[src/rtl/captura_lectura_rtc.sv]
// Read-back sequencer: sweeps the nine RTC fields, capturing each returned BCD byte.
// Optional CAPTURA_BCD_CHECK_EN rejects non-BCD bytes and adds the sticky bcd_err output.
module captura_lectura_rtc #(
  parameter int unsigned TIMEOUT = 255
) (
  input  logic       clk,
  input  logic       reset,
  input  logic       start,
  input  logic [7:0] rd_data,
  input  logic       rd_valid,
  output logic       rd_req,
  output logic [3:0] sel_rd,
  output logic       busy,
  output logic       done,
  output logic       timeout,
  output logic [7:0] seg,
  output logic [7:0] min,
  output logic [7:0] hora,
  output logic [7:0] day,
  output logic [7:0] month,
  output logic [7:0] year,
  output logic [7:0] seg_t,
  output logic [7:0] min_t,
  output logic [7:0] hora_t
`ifdef CAPTURA_BCD_CHECK_EN
  ,
  output logic       bcd_err
`endif
);

  typedef enum logic [1:0] {StIdle, StReq, StWait, StDone} state_e;

  localparam logic [7:0] CntLimit = 8'(TIMEOUT - 1);
  localparam logic [3:0] LastSel  = 4'd8;

  state_e     state_q, state_d;
  logic       start_q, start_d;
  logic [3:0] sel_q, sel_d;
  logic [7:0] cnt_q, cnt_d;
  logic       timeout_q, timeout_d;
  logic [7:0] field_q [9];
  logic [7:0] field_d [9];
  logic [7:0] cap_byte;
  logic       cap_ok;
  logic       bcd_err_q, bcd_err_d;

  // Hour fields drop the RTC 12/24 mode bit before any check or store.
  always_comb begin
    cap_byte = rd_data;
    if (sel_q == 4'd2 || sel_q == 4'd8) begin
      cap_byte = {1'b0, rd_data[6:0]};
    end
`ifdef CAPTURA_BCD_CHECK_EN
    cap_ok = (cap_byte[7:4] <= 4'd9) && (cap_byte[3:0] <= 4'd9);
`else
    cap_ok = 1'b1;
`endif
  end

  always_comb begin
    state_d   = state_q;
    start_d   = start & (state_q == StIdle);
    sel_d     = sel_q;
    cnt_d     = cnt_q;
    timeout_d = timeout_q;
    bcd_err_d = bcd_err_q;
    field_d   = field_q;
    unique case (state_q)
      StIdle: begin
        if (start_q) begin
          state_d   = StReq;
          sel_d     = 4'd0;
          timeout_d = 1'b0;
          bcd_err_d = 1'b0;
        end
      end
      StReq: begin
        state_d = StWait;
        cnt_d   = 8'd0;
      end
      StWait: begin
        // rd_valid takes priority over the timeout limit in the same cycle.
        if (rd_valid) begin
          if (cap_ok) begin
            for (int i = 0; i < 9; i++) begin
              if (sel_q == 4'(i)) field_d[i] = cap_byte;
            end
          end else begin
            bcd_err_d = 1'b1;
          end
          if (sel_q == LastSel) begin
            state_d = StDone;
          end else begin
            sel_d   = sel_q + 4'd1;
            state_d = StReq;
          end
        end else if (cnt_q == CntLimit) begin
          timeout_d = 1'b1;
          state_d   = StDone;
        end else begin
          cnt_d = cnt_q + 8'd1;
        end
      end
      StDone: state_d = StIdle;
      default: state_d = StIdle;
    endcase
  end

  always_ff @(posedge clk) begin
    if (reset) begin
      state_q   <= StIdle;
      start_q   <= 1'b0;
      sel_q     <= 4'd0;
      cnt_q     <= 8'd0;
      timeout_q <= 1'b0;
      bcd_err_q <= 1'b0;
      field_q   <= '{default: 8'h00};
    end else begin
      state_q   <= state_d;
      start_q   <= start_d;
      sel_q     <= sel_d;
      cnt_q     <= cnt_d;
      timeout_q <= timeout_d;
      bcd_err_q <= bcd_err_d;
      field_q   <= field_d;
    end
  end

  assign rd_req  = (state_q == StReq);
  assign busy    = (state_q != StIdle);
  assign done    = (state_q == StDone);
  assign sel_rd  = sel_q;
  assign timeout = timeout_q;
  assign seg     = field_q[0];
  assign min     = field_q[1];
  assign hora    = field_q[2];
  assign day     = field_q[3];
  assign month   = field_q[4];
  assign year    = field_q[5];
  assign seg_t   = field_q[6];
  assign min_t   = field_q[7];
  assign hora_t  = field_q[8];
`ifdef CAPTURA_BCD_CHECK_EN
  assign bcd_err = bcd_err_q;
`endif

endmodule

[config.mk]
export PLATFORM = sky130hd
export DESIGN_NAME = captura_lectura_rtc
export DESIGN_NICKNAME = d
export VERILOG_FILES = /design/src/rtl/captura_lectura_rtc.sv
export SDC_FILE = /design/constraint.sdc
export NUM_CORES = 1
export LEC_CHECK = 0
export CAP_MARGIN = 20
export CELL_PAD_IN_SITES_DETAIL_PLACEMENT = 1
export CELL_PAD_IN_SITES_GLOBAL_PLACEMENT = 1
export CORE_MARGIN = 4
export CORE_UTILIZATION = 36
export CTS_CLUSTER_SIZE = 8
export DETAILED_ROUTE_END_ITERATION = 10
export GPL_ROUTABILITY_DRIVEN = 0
export PLACE_DENSITY = 0.77
export SYNTH_ARGS = -nofsm -noshare
export SYNTH_HDL_FRONTEND = slang
export SYNTH_SLANG_ARGS = --single-unit
[constraint.sdc]
create_clock -name clk -period 2.25 [get_ports clk]
set_input_delay 0.45 -clock clk [delete_from_list [all_inputs] [get_ports clk]]
set_output_delay 0.45 -clock clk [all_outputs]
set_load 0.005 [all_outputs]
## Word level (Yosys, flattened, before mapping)

Cells that the tools add are included.

| word-level totals | value |
|---|---|
| logic and storage cells | 72 |
| flip-flop bits (word level) | 88 |
| input port bits | 12 |
| output and inout bits | 80 |

| cells by class | value |
|---|---|
| mux-type cells | 17 |
| bitwise operators | 1 |
| eq/ne operators | 19 |
| add/sub/neg operators | 2 |
| reductions and logical operators | 19 |

Operators by type and width:

| operator | count |
|---|---|
| $reduce_and A3 Y1 | 10 |
| $mux W8 | 3 |
| $eq A4 B3 Y1 const B | 4 |
| $pmux W8 S2 | 1 |
| $mux W4 | 3 |
| $ne A2 B2 Y1 const B | 6 |
| $add A8 B1 Y8 const B | 1 |
| $eq A4 B2 Y1 const B | 2 |
| $eq A8 B8 Y1 const B | 1 |
| $mux W2 | 4 |
| $pmux W2 S4 | 1 |
| $pmux W4 S2 | 1 |
| $reduce_and A4 Y1 | 2 |
| $reduce_bool A2 Y1 | 3 |
| $add A4 B1 Y4 const B | 1 |
| $eq A2 B2 Y1 const B | 2 |
| $eq A4 B1 Y1 const B | 1 |
| $eq A4 B4 Y1 const B | 1 |
| $logic_not A4 Y1 | 1 |
| $mux W1 | 3 |
| $ne A3 B3 Y1 const B | 1 |
| $eq A2 B1 Y1 const B | 1 |
| $logic_not A2 Y1 | 1 |
| $pmux W1 S2 | 1 |
| other kinds (3) | 3 |

## Longest topological paths before layout

| depth | value |
|---|---|
| word-level depth | 4 |
| gate-level depth with buffers | 7 |
| depth with buffers taken out | 6 |

## Worst setup path before layout

No wires, ideal clock.

| timing | value |
|---|---|
| path type | input -> register |
| start point | in rd_valid |
| end point | reg field_q (netlist bit hora[0]) |
| required time | 2.122 ns |
| setup slack | 0.571 ns |
| buffers on the path | 3 |
| setup time | 0.128 ns |
| cell stages on the path | 7 |
| arrival | 1.552 ns |
| path through | buf_2 -> and4bb_2 -> buf_2 -> nand3b_1 -> buf_2 -> mux2i_1 -> nor2_1 |

| on the way | value |
|---|---|
| word-level cells in the longest chain between the ends | 1 |

RTL lines:

| item | RTL line | text |
|---|---|---|
| from (decl) | 10 | `input logic rd_valid,` |
| $reduce_and A3 Y1 (no line) | n/a |  |
| to (signal assigned) | 125 | `field_q <= field_d;` |
| to (decl) | 41 | `logic [7:0] field_q [9];` |

Every way passes these cells.
A chain may end at the register's enable or synchronous reset.

## Worst setup path after layout

| timing | value |
|---|---|
| start point | reg state_q[1] |
| end point | out done |

| on the way | value |
|---|---|
| word-level cells in the longest chain between the ends | 1 |

RTL lines:

| item | RTL line | text |
|---|---|---|
| from (decl) | 36 | `state_e state_q, state_d;` |
| from (signal assigned) | 111 | `state_q <= StIdle;` |
| from (signal assigned) | 119 | `state_q <= state_d;` |
| $eq A2 B2 Y1 | 131 | `assign done = (state_q == StDone);` |
| to (decl) | 14 | `output logic done,` |

Every way passes these cells.

==> metrics.md <==
| Metric | Value |
|---|---|
| Setup ws final | `0.143 ns` |
| Vias in the first global route | `3,096` |
| Post-synthesis instance total | `367` |
| CTS tree | `done` |
| Leakage power | `2.12 nW` |
| Pre-CTS setup slack | `0.141 ns` |
| Most frequent cells in the layout | `90 x clkdlybuf4s50_1, 87 x dfxtp_1, 71 x nor2_1` |
| Peak supply drop | `0.380 mV` |
| Worst r2r src | `state_q[1]` |
| Combinational share of power | `5.4%` |
| CP Launch Point | `state_q[1]` |
| Final wirelength | `10,000 um` |
| Largest area contributor in the netlist | `dfxtp_1` |
| Final net count | `473` |
| Max Cap Violations | `0` |
| Cell Pwr Density | `595 mW/mm^2` |
| DR iter-0 viols | `66` |
| Cells after DPL | `577` |
| Routed len/inst | `16.9 um` |
| Crit path max fanout | `9` |
| Die Y | `107 um` |
| Share of the synthesized area in the top cell type | `49.5%` |
| Top Ports | `92` |
| Area contributors post-synth | `dfxtp_1 50%, mux2i_1 19%, nor2_1 7.5%, ha_1 2.1%, clkbuf_1 2.0%` |
| Vias/cell | `5.01` |
| Vias post-DR | `2,969` |
| Yosys Warn Count | `0` |
| Critical Path AT | `1.66 ns` |
| Commonest non-fill, non-tap cell in the layout | `clkdlybuf4s50_1` |
| CP endpoint kind | `primary output` |
| Final instance area | `0.00487 mm^2` |
| First-pass GRT wire length | `16,200 um` |
| CP Launch Type | `flop` |
| Clk slew on worst S/H paths | `0.10 ns` |
| Row Count | `36` |
| DRC | `0` |
| Sw frac | `24.6%` |
| Die footprint | `0.0115 mm^2` |
| Post-layout minimum cycle time | `2.11 ns` |
| Number of fillers in the final layout | `1,103` |
| Largest net degree at the start of global routing | `46` |
| Hold violation total from the final report | `0` |
| Hold-fix buffers, CTS | `0` |
| Synthesized net count | `385` |
| Slew Limit Headroom | `65.4%` |
| Die Wd | `107 um` |
| Setup TNS | `0 ns` |
| Synth Area per Inst | `9.69 um^2` |
| Yosys reg bits | `88` |
| Worst setup path class | `reg2out` |
| Max-slew violation count | `0` |
| Starting Density | `36.7%` |
| Post-synth EDFFs | `0` |
| Clk sink count | `88` |
| Initial antenna violation count | `0` |
| Core area | `0.00968 mm^2` |
| Setup Viol. Count Final | `0` |
| Cell Count, Final, Fillers Out | `593` |
| RSZ-0062 raised after global routing | `no` |
| Final Skew | `0.0107 ns` |
| Clk_lat worst skew | `0.35 ns` |
| Antenna diodes | `0` |
| Top_reg_cell synth | `dfxtp_1` |
| Worst-Margin Slew | `0.518 ns` |
| Hold Startpoint | `month[7]` |
| Post-synthesis sequential area ratio | `49.5%` |
| Total power | `2.89 mW` |
| Synth Cell Area | `0.00356 mm^2` |
| Antenna-violating nets left | `0` |
| Clock buffer count from CTS | `9` |
| GRT Util Overall | `17.9%` |
| Placed cell area | `0.00465 mm^2` |
| Post-CTS setup buffer count | `0` |
| Share of layout cells above drive strength 1 | `9.13%` |
| Port Buffer Count | `91` |
| Area grow syn2layout | `36.8%` |
| Yosys cell types | `39` |
| Clock power frac | `40.2%` |
| Outcome | `completed` |
| P_int | `2.18 mW` |
| FMAX | `475 MHz` |
| HP Class | `reg2reg` |
| GR Overflow Total | `0` |
| Switching power | `711 uW` |
| CTS H-tree depth | `3` |
| Reg power frac | `54.5%` |
| Pre-antenna DRT Iters | `4` |
| Detail Placement HPWL | `7310 um` |
| Root Buffer | `clkbuf_8` |
| Worst EP required | `1.80 ns` |
| Ys async rst share | `0%` |
| Clock Tree Buf Depth | `2` |
| Fin crit share | `93.6%` |
| Post-CTS resize count | `0` |
[per-stage QoR]
stage	util (%)	hold WS [ns]
detailed placement	48.1	0.468
floorplan	-	0.453
global placement	48.1	0.459
global route	50.2	0.493
CTS	50.2	0.483
finish	50.2	0.482
[flip-flops by register name, indices dropped and copies added, names as in the netlist]
register / flops
hora_t: 8
min: 8
cnt_q: 8
start_q: 1
hora: 8
seg_t: 8
min_t: 8
day: 8
seg: 8
sel_rd: 4
month: 8
timeout: 1
state_q: 2
year: 8
[cell type report]
class	count	area (um^2)	share of cell area, %
flip-flops and latches	88	1760	36.2
multi-input cells	244	1660	34.0
repair buffers	104	1040	21.4
well taps	133	166	3.42
clock buffers	10	138	2.83
clock inverters	6	72.6	1.49
inverters	8	30.0	0.617
[Yosys cell counts, drive strengths merged (3+ instances only)]
cell type and instances:
a21oi 14, o311ai 3, nand3b 6, ha 6, nand2 17, or4 3
nor2 71, inv 8, buf 8, clkbuf 19, nand3 11, a31oi 5
dfxtp 88, nor3b 4, o21ai 6, nand4 5, mux2i 68
[layer usage]
metal  GRT usage (%)  share of wire [%]
met1            20.7                 42
met2            32.2                 53
met3            5.64                4.8
met4            4.15               0.82
met5               0                  0
[power by group through the flow]
stage / Combinational, mW / Clock (mW) / Sequential, mW
after global placement: 0.154 / 0 / 1.61
after floorplan: 0.0872 / 0 / 1.61
after global routing: 0.170 / 1.27 / 1.58
final: 0.156 / 1.16 / 1.58
after detailed placement: 0.158 / 0 / 1.61
after CTS: 0.158 / 1.19 / 1.58
[worst max-delay path, cell delays in order, from the launching register on]
cell,delay (ns)
dfxtp_1,0.50
inv_1,0.17
nor2_1,0.12
clkdlybuf4s50_1,0.51
[kinds of logic (layout without fill, tap and decap cells)]
kind of cell	after synthesis	in the layout	share of synthesized area (%)
buffers and inverters	35	128	3.94
and+or+nand+nor	133	133	18.7
adders and majority gates	6	6	2.11
muxes	68	68	19.1
AOI/OAI and AO/OA	37	37	6.54
DFF	88	88	49.5
[final timing paths]
check | endpoint | slack, ns | cells past startpoint
worst max register to register | month[4] | 0.37 | 5
worst min-delay path | month[7] | 0.48 | 2
worst max-delay path | done | 0.14 | 3
worst min register to register | month[7] | 0.48 | 2
Power figures use the tool's default switching activity.
